==> src/rtl/time_digit_counter_if.sv <==
`default_nettype none
// ============================================================================
// Module   : time_digit_counter_if
// Brief    : Control/status bundle of one time-field counter.
// Revision : 1.0  initial release
// ============================================================================
interface time_digit_counter_if #(
  parameter int WIDTH = 7
);
  logic             tick;
  logic             dir;
  logic             load;
  logic [WIDTH-1:0] load_val;
  logic             adj;
  logic [WIDTH-1:0] count;
  logic [3:0]       tens;
  logic [3:0]       ones;
  logic             carry_out;
  logic             borrow_out;
  logic             at_limit;
  logic             load_err;

  modport master (
    output tick, dir, load, load_val, adj,
    input  count, tens, ones, carry_out, borrow_out, at_limit, load_err
  );

  modport slave (
    input  tick, dir, load, load_val, adj,
    output count, tens, ones, carry_out, borrow_out, at_limit, load_err
  );
endinterface
`default_nettype wire

==> src/rtl/time_digit_counter.sv <==
`default_nettype none
// ============================================================================
// Module   : time_digit_counter
// Brief    : Modulo-N up/down time-field counter with load, adjust,
//            carry/borrow chaining and registered BCD digits.
// Revision : 1.0  initial release
// ============================================================================
module time_digit_counter #(
  parameter int MODULO      = 60,
  parameter int WIDTH       = 7,
  parameter int RESET_VALUE = 0
) (
  input  wire logic            clk_1Hz,
  input  wire logic            rst,
  time_digit_counter_if.slave  bus
);

  localparam logic [WIDTH-1:0] c_MAX        = WIDTH'(MODULO - 1);
  localparam logic [WIDTH-1:0] c_RESET      = WIDTH'(RESET_VALUE);
  localparam logic [WIDTH:0]   c_MOD_EXT    = (WIDTH + 1)'(MODULO);
  localparam logic [3:0]       c_RESET_TENS = 4'(RESET_VALUE / 10);
  localparam logic [3:0]       c_RESET_ONES = 4'(RESET_VALUE % 10);

  if (MODULO < 2 || MODULO > 100) begin : g_bad_modulo
    $error("time_digit_counter: MODULO out of range 2..100");
  end
  if ((2 ** WIDTH) < MODULO) begin : g_bad_width
    $error("time_digit_counter: WIDTH too small for MODULO");
  end
  if (RESET_VALUE < 0 || RESET_VALUE >= MODULO) begin : g_bad_reset
    $error("time_digit_counter: RESET_VALUE must be below MODULO");
  end

  logic [WIDTH-1:0] r_count;
  logic [3:0]       r_tens;
  logic [3:0]       r_ones;
  logic             r_carry;
  logic             r_borrow;
  logic             r_load_err;

  logic             w_at_max;
  logic             w_at_zero;
  logic             w_load_ok;
  logic [WIDTH-1:0] w_step_up;
  logic [WIDTH-1:0] w_step_dn;
  logic [WIDTH-1:0] w_next_count;
  logic             w_carry;
  logic             w_borrow;
  logic             w_load_err;
  logic [31:0]      w_next_ext;
  logic [3:0]       w_next_tens;
  logic [3:0]       w_next_ones;

  assign w_at_max  = (r_count == c_MAX);
  assign w_at_zero = (r_count == '0);
  assign w_load_ok = ({1'b0, bus.load_val} < c_MOD_EXT);
  assign w_step_up = w_at_max  ? '0    : r_count + WIDTH'(1);
  assign w_step_dn = w_at_zero ? c_MAX : r_count - WIDTH'(1);

  // Only the highest-priority request acts; adjust wraps silently so that
  // setting one field never ripples into the field above.
  always_comb begin
    w_next_count = r_count;
    w_carry      = 1'b0;
    w_borrow     = 1'b0;
    w_load_err   = 1'b0;
    if (bus.load) begin
      if (w_load_ok) begin
        w_next_count = bus.load_val;
      end else begin
        w_load_err = 1'b1;
      end
    end else if (bus.adj) begin
      w_next_count = bus.dir ? w_step_up : w_step_dn;
    end else if (bus.tick) begin
      if (bus.dir) begin
        w_next_count = w_step_up;
        w_carry      = w_at_max;
      end else begin
        w_next_count = w_step_dn;
        w_borrow     = w_at_zero;
      end
    end
  end

  // Digits are derived from the next count so they line up with count.
  assign w_next_ext  = 32'(w_next_count);
  assign w_next_tens = 4'(w_next_ext / 32'd10);
  assign w_next_ones = 4'(w_next_ext % 32'd10);

  always_ff @(posedge clk_1Hz) begin
    if (rst) begin
      r_count    <= c_RESET;
      r_tens     <= c_RESET_TENS;
      r_ones     <= c_RESET_ONES;
      r_carry    <= 1'b0;
      r_borrow   <= 1'b0;
      r_load_err <= 1'b0;
    end else begin
      r_count    <= w_next_count;
      r_tens     <= w_next_tens;
      r_ones     <= w_next_ones;
      r_carry    <= w_carry;
      r_borrow   <= w_borrow;
      r_load_err <= w_load_err;
    end
  end

  assign bus.count      = r_count;
  assign bus.tens       = r_tens;
  assign bus.ones       = r_ones;
  assign bus.carry_out  = r_carry;
  assign bus.borrow_out = r_borrow;
  assign bus.load_err   = r_load_err;
  assign bus.at_limit   = bus.dir ? w_at_max : w_at_zero;

endmodule
`default_nettype wire

==> src/flat_wrapper.sv <==
// flat-port wrapper written by rule: the top's interface ports become plain ports
module time_digit_counter_flat 
#(
  parameter int MODULO      = 60,
  parameter int WIDTH       = 7,
  parameter int RESET_VALUE = 0
)
  (clk_1Hz, rst, bus_tick, bus_dir, bus_load, bus_load_val, bus_adj, bus_count, bus_tens, bus_ones, bus_carry_out, bus_borrow_out, bus_at_limit, bus_load_err);
  time_digit_counter_if #(.WIDTH(WIDTH)) bus_i ();
  input  wire logic clk_1Hz;
  input  wire logic rst;
  input wire logic [$bits(bus_i.tick)-1:0] bus_tick;
  input wire logic [$bits(bus_i.dir)-1:0] bus_dir;
  input wire logic [$bits(bus_i.load)-1:0] bus_load;
  input wire logic [$bits(bus_i.load_val)-1:0] bus_load_val;
  input wire logic [$bits(bus_i.adj)-1:0] bus_adj;
  output wire logic [$bits(bus_i.count)-1:0] bus_count;
  output wire logic [$bits(bus_i.tens)-1:0] bus_tens;
  output wire logic [$bits(bus_i.ones)-1:0] bus_ones;
  output wire logic [$bits(bus_i.carry_out)-1:0] bus_carry_out;
  output wire logic [$bits(bus_i.borrow_out)-1:0] bus_borrow_out;
  output wire logic [$bits(bus_i.at_limit)-1:0] bus_at_limit;
  output wire logic [$bits(bus_i.load_err)-1:0] bus_load_err;
  assign bus_i.tick = bus_tick;
  assign bus_i.dir = bus_dir;
  assign bus_i.load = bus_load;
  assign bus_i.load_val = bus_load_val;
  assign bus_i.adj = bus_adj;
  assign bus_count = bus_i.count;
  assign bus_tens = bus_i.tens;
  assign bus_ones = bus_i.ones;
  assign bus_carry_out = bus_i.carry_out;
  assign bus_borrow_out = bus_i.borrow_out;
  assign bus_at_limit = bus_i.at_limit;
  assign bus_load_err = bus_i.load_err;
  time_digit_counter #(.MODULO(MODULO), .WIDTH(WIDTH), .RESET_VALUE(RESET_VALUE)) u_core (.clk_1Hz(clk_1Hz), .rst(rst), .bus(bus_i));
endmodule
==> config.mk <==
export PLATFORM = sky130hd
export DESIGN_NAME = time_digit_counter_flat
export DESIGN_NICKNAME = d
export VERILOG_FILES = /design/src/rtl/time_digit_counter_if.sv /design/src/rtl/time_digit_counter.sv /design/src/flat_wrapper.sv
export SDC_FILE = /design/constraint.sdc
export NUM_CORES = 1
export LEC_CHECK = 0
export ABC_AREA = 1
export ABC_CLOCK_PERIOD_IN_PS = 5100
export CAP_MARGIN = 20
export CELL_PAD_IN_SITES_DETAIL_PLACEMENT = 1
export CELL_PAD_IN_SITES_GLOBAL_PLACEMENT = 1
export CORE_MARGIN = 4
export CORE_UTILIZATION = 38
export CTS_BUF_LIST = sky130_fd_sc_hd__clkbuf_8
export CTS_CLUSTER_DIAMETER = 120
export DETAILED_ROUTE_END_ITERATION = 8
export PLACE_DENSITY = 0.79
export SYNTH_ARGS = -nofsm -noshare
export SYNTH_HDL_FRONTEND = slang
export SYNTH_SLANG_ARGS = --single-unit
==> constraint.sdc <==
create_clock -name clk_1Hz -period 5.1 [get_ports clk_1Hz]
set_clock_uncertainty 0.2 [all_clocks]
set_input_delay 1.275 -clock clk_1Hz [delete_from_list [all_inputs] [get_ports clk_1Hz]]
set_output_delay 1.275 -clock clk_1Hz [all_outputs]
set_load 0.005 [all_outputs]
==> metrics.md <==
| Metric | Value |
|---|---|
| Final wirelength | `4.584 mm` |
| Synth Area in Adders | `3.754%` |
| Diodes inserted | `0` |
| Largest family of logic cells by synthesized area | `simple AND/OR/NAND/NOR gates` |
| Yosys top cell area share | `20.42%` |
| Placer congestion estimate | `0.8302` |
| Slew margin rel. | `63.41%` |
| Clock slew at reported path FFs | `70 ps` |
| CTS Buf Count | `3` |
| Core Region | `4115 µm²` |
| Worst Path Buf+Inv | `5` |
| First-pass GRT wire length | `7.762 mm` |
| Clock sink count | `17` |
| Cts hold-fix bufs | `0` |
| Grt ovf | `0` |
| Synth Flop Type | `dfxtp_1` |
| CTS tree | `done` |
| Simple-Gate Fraction of Synth Area | `51.20%` |
| Delay-heaviest family, CP | `simple AND/OR/NAND/NOR gates` |
| Mapped Cells | `240` |
| Layout Nets | `289` |
| Clk network pwr share | `16.7%` |
| Mux share of post-synthesis cell area | `0%` |
| RR Startpoint | `u_core.bus.count[1]` |
| Max Freq | `225.7 MHz` |
| Pint | `0.3455 mW` |
| Crit start category | `input pin` |
| Starting Density | `40.50%` |
| Placed cells | `316` |
| Wirelength per Cell | `14.33 µm` |
| Top Ports | `32` |
| Total Routing Usage GR | `18.08%` |
| HP Class | `flop to flop` |
| DRC viols | `0` |
| Vias in the first global route | `1,662` |
| Required @ worst endpoint | `5050 ps` |
| Largest cells by area after synthesis | `dfxtp_1 20%, nand2_1 10%, nand3_2 6.0%` |
| Final Power | `0.5936 mW` |
| Max Fanout on Critical Path | `8` |
| Hold Violations, Final | `0` |
| Port bufs | `31` |
| Synth Area in XOR/XNOR | `1.051%` |
| 1st-pass router iterations | `4` |
| Fillers | `557` |
| DP HPWL | `3.758 mm` |
| Fraction of layout instances using a drive strength above 1 | `26.30%` |
| Switch share | `41.80%` |
| Die width | `74.23 µm` |
| Crit path DAT | `4380 ps` |
| Synth async-reset ratio | `0%` |
| Die ar. | `5509 µm²` |
| Count leader, synth | `nand2_1` |
| Setup CP Type | `input pin to flop` |
| Yosys warns | `0` |
| Initial antenna violation count | `0` |
| Crit path cell chain | `clkdlybuf4s50_1, nand3_2, nand2_1, inv_2, nand3_2, nand2_4, nand2_8, nand2_8, ha_1, inv_1, nand2_4, nand2_4, nand3_4, nand2_4, nand2_4, o21ai_2, nand2_2, xor2_1, inv_1, ha_1, inv_1, nand2_2, nor2_1, nor2_2` |
| Routed vias/inst | `5.088` |
| Layout area overhead | `23.27%` |
| Total leakage power | `0.9359 nW` |
| Htree depth | `1` |
| HP Start | `u_core.bus.count[6]` |
| Sequential share of power | `29.2%` |
| TNS Setup | `0 ps` |
| Tcrit/Tclk final | `86.88%` |
| Pins Over Slew Limit | `0` |
| Syn Area/Cell | `6.944 µm²` |
| Post-Syn Nets | `258` |
| Layout Cells excl Fill | `320` |
| Cell mode on critical path | `nand2_4` |
| Clock buffer depth | `2` |
| Resized cells post-CTS | `0` |
| RSZ-0062 raised after global routing | `no` |
| IR drop worst, VDD | `0.0001384 V` |
| Root buf cell | `clkbuf_8` |
| Postcts setup bufs | `0` |
| Max incr delay on CP | `720 ps` |
| Psw | `0.2481 mW` |
| Sequential share of the synthesized area | `20.42%` |
| Row cnt | `23` |
| Synth area leader | `dfxtp_1` |
| Final setup viols | `0` |
| Distinct cells, synth | `37` |
| Final min period | `4431 ps` |
| Critical path's slowest cell | `clkdlybuf4s50_1` |
| Count of flip-flops with a built-in enable after synthesis | `0` |
| Max-cap viol count | `0` |
| Clk_lat worst skew | `250 ps` |
| Status | `finished, final reports clean` |
| Compound-Gate Fraction of Synth Area | `14.04%` |
| Routed vias | `1,628` |
| Power density over the cells | `288.9 nW/µm²` |
| Worst Tran Pin Value | `547.1 ps` |
| Drt first-iter violations | `59` |
| Beginning of the critical path | `bus_dir` |
| Worst Setup End Kind | `flop` |
| Die H | `74.23 µm` |
| Commonest cells post-synth | `46 x nand2_1, 26 x nor2_1, 20 x inv_1, 17 x dfxtp_1, 17 x nand3_1` |
| FF+latch count, synth | `17` |
| Synthesized area | `1667 µm²` |
| Combinational Power Share | `54.1%` |
| Routed Antenna Nets | `0` |
| Largest net degree at the start of global routing | `15` |
power groups by stage:
stage               registers, mW  clock network, mW  logic, mW
floorplan                   0.172                  0      0.230
global placement            0.176                  0      0.317
detailed placement          0.176                  0      0.325
CTS                         0.173              0.102      0.326
global route                0.175              0.110      0.360
finish                      0.173             0.0991      0.321
cells in the final DEF (no fill, tap or decap), types with 8 or more instances in the layout:
| cell type | Yosys | routed |
|---|---|---|
| inv_2 | 11 | 11 |
| nand2_1 | 46 | 46 |
| nand3_1 | 17 | 17 |
| a21oi_1 | 12 | 12 |
| nor2_2 | 8 | 8 |
| nand2_2 | 12 | 12 |
| nand3_2 | 10 | 10 |
| nor2_1 | 26 | 26 |
| inv_1 | 20 | 21 |
| clkdlybuf4s50_1 | 0 | 31 |
| dfxtp_1 | 17 | 17 |
worst paths after layout:
kind                            slack, ps  cells after the start                    to
worst max register to register       1470                     24    u_core.bus.ones[3]
worst min-delay path                  610                      3  u_core.bus.carry_out
worst max-delay path                  670                     24    u_core.bus.ones[3]
worst min register to register        610                      3  u_core.bus.carry_out
state kept, by name, indices dropped and copies added, names as in the netlist:
name                   flops
u_core.bus.carry_out       1
u_core.bus.tens            4
u_core.bus.load_err        1
u_core.bus.count           6
u_core.bus.borrow_out      1
u_core.bus.ones            4
per-stage QoR:
stage               instance area [µm²]  setup slack (ps)  hold WS (ps)  utilization, %
finish                             2054             669.1         606.0           49.92
global route                       2054             420.6         657.4           49.92
CTS                                2054             646.5         618.8           49.92
detailed placement                 2009             373.0         598.8           48.83
global placement                   2009             434.5         566.9           48.83
floorplan                          1667              1102         441.5               -
worst reg2reg max path: cells and delay by family, from the launching register on:
| family | cells | cell delay, ps |
|---|---|---|
| simple gates | 16 | 1500 |
| compound gates | 1 | 170 |
| buf+inv | 3 | 210 |
| fa+ha+maj | 3 | 750 |
| flops | 1 | 520 |
| xor+xnor | 1 | 170 |
metal layers:
layer,vias up,share of wire (%),global-route usage [%]
met4,0,0.83,3.557
met2,21,50,30.81
met5,-,0,0
met1,765,47,24.80
li1,838,-,-
met3,4,2.3,2.027
area by class of cell:
cell class | count | area [µm²] | share of cell area, %
multi-input combinational | 185 | 1167 | 56.82
sequential | 17 | 340.3 | 16.57
timing repair buffer | 32 | 317.8 | 15.47
inverter | 32 | 121.4 | 5.907
tap | 50 | 62.56 | 3.045
clock buffer | 3 | 41.29 | 2.010
clock inverter | 1 | 3.754 | 0.1827
logic make-up after synthesis:
kind of cell,Yosys count
and+or+nand+nor,143
DFF,17
buffers and inverters,38
xor gates and xnor gates,2
adders and majority gates,5
AOI/OAI and AO/OA,35
(Power assumes the default switching activity.)
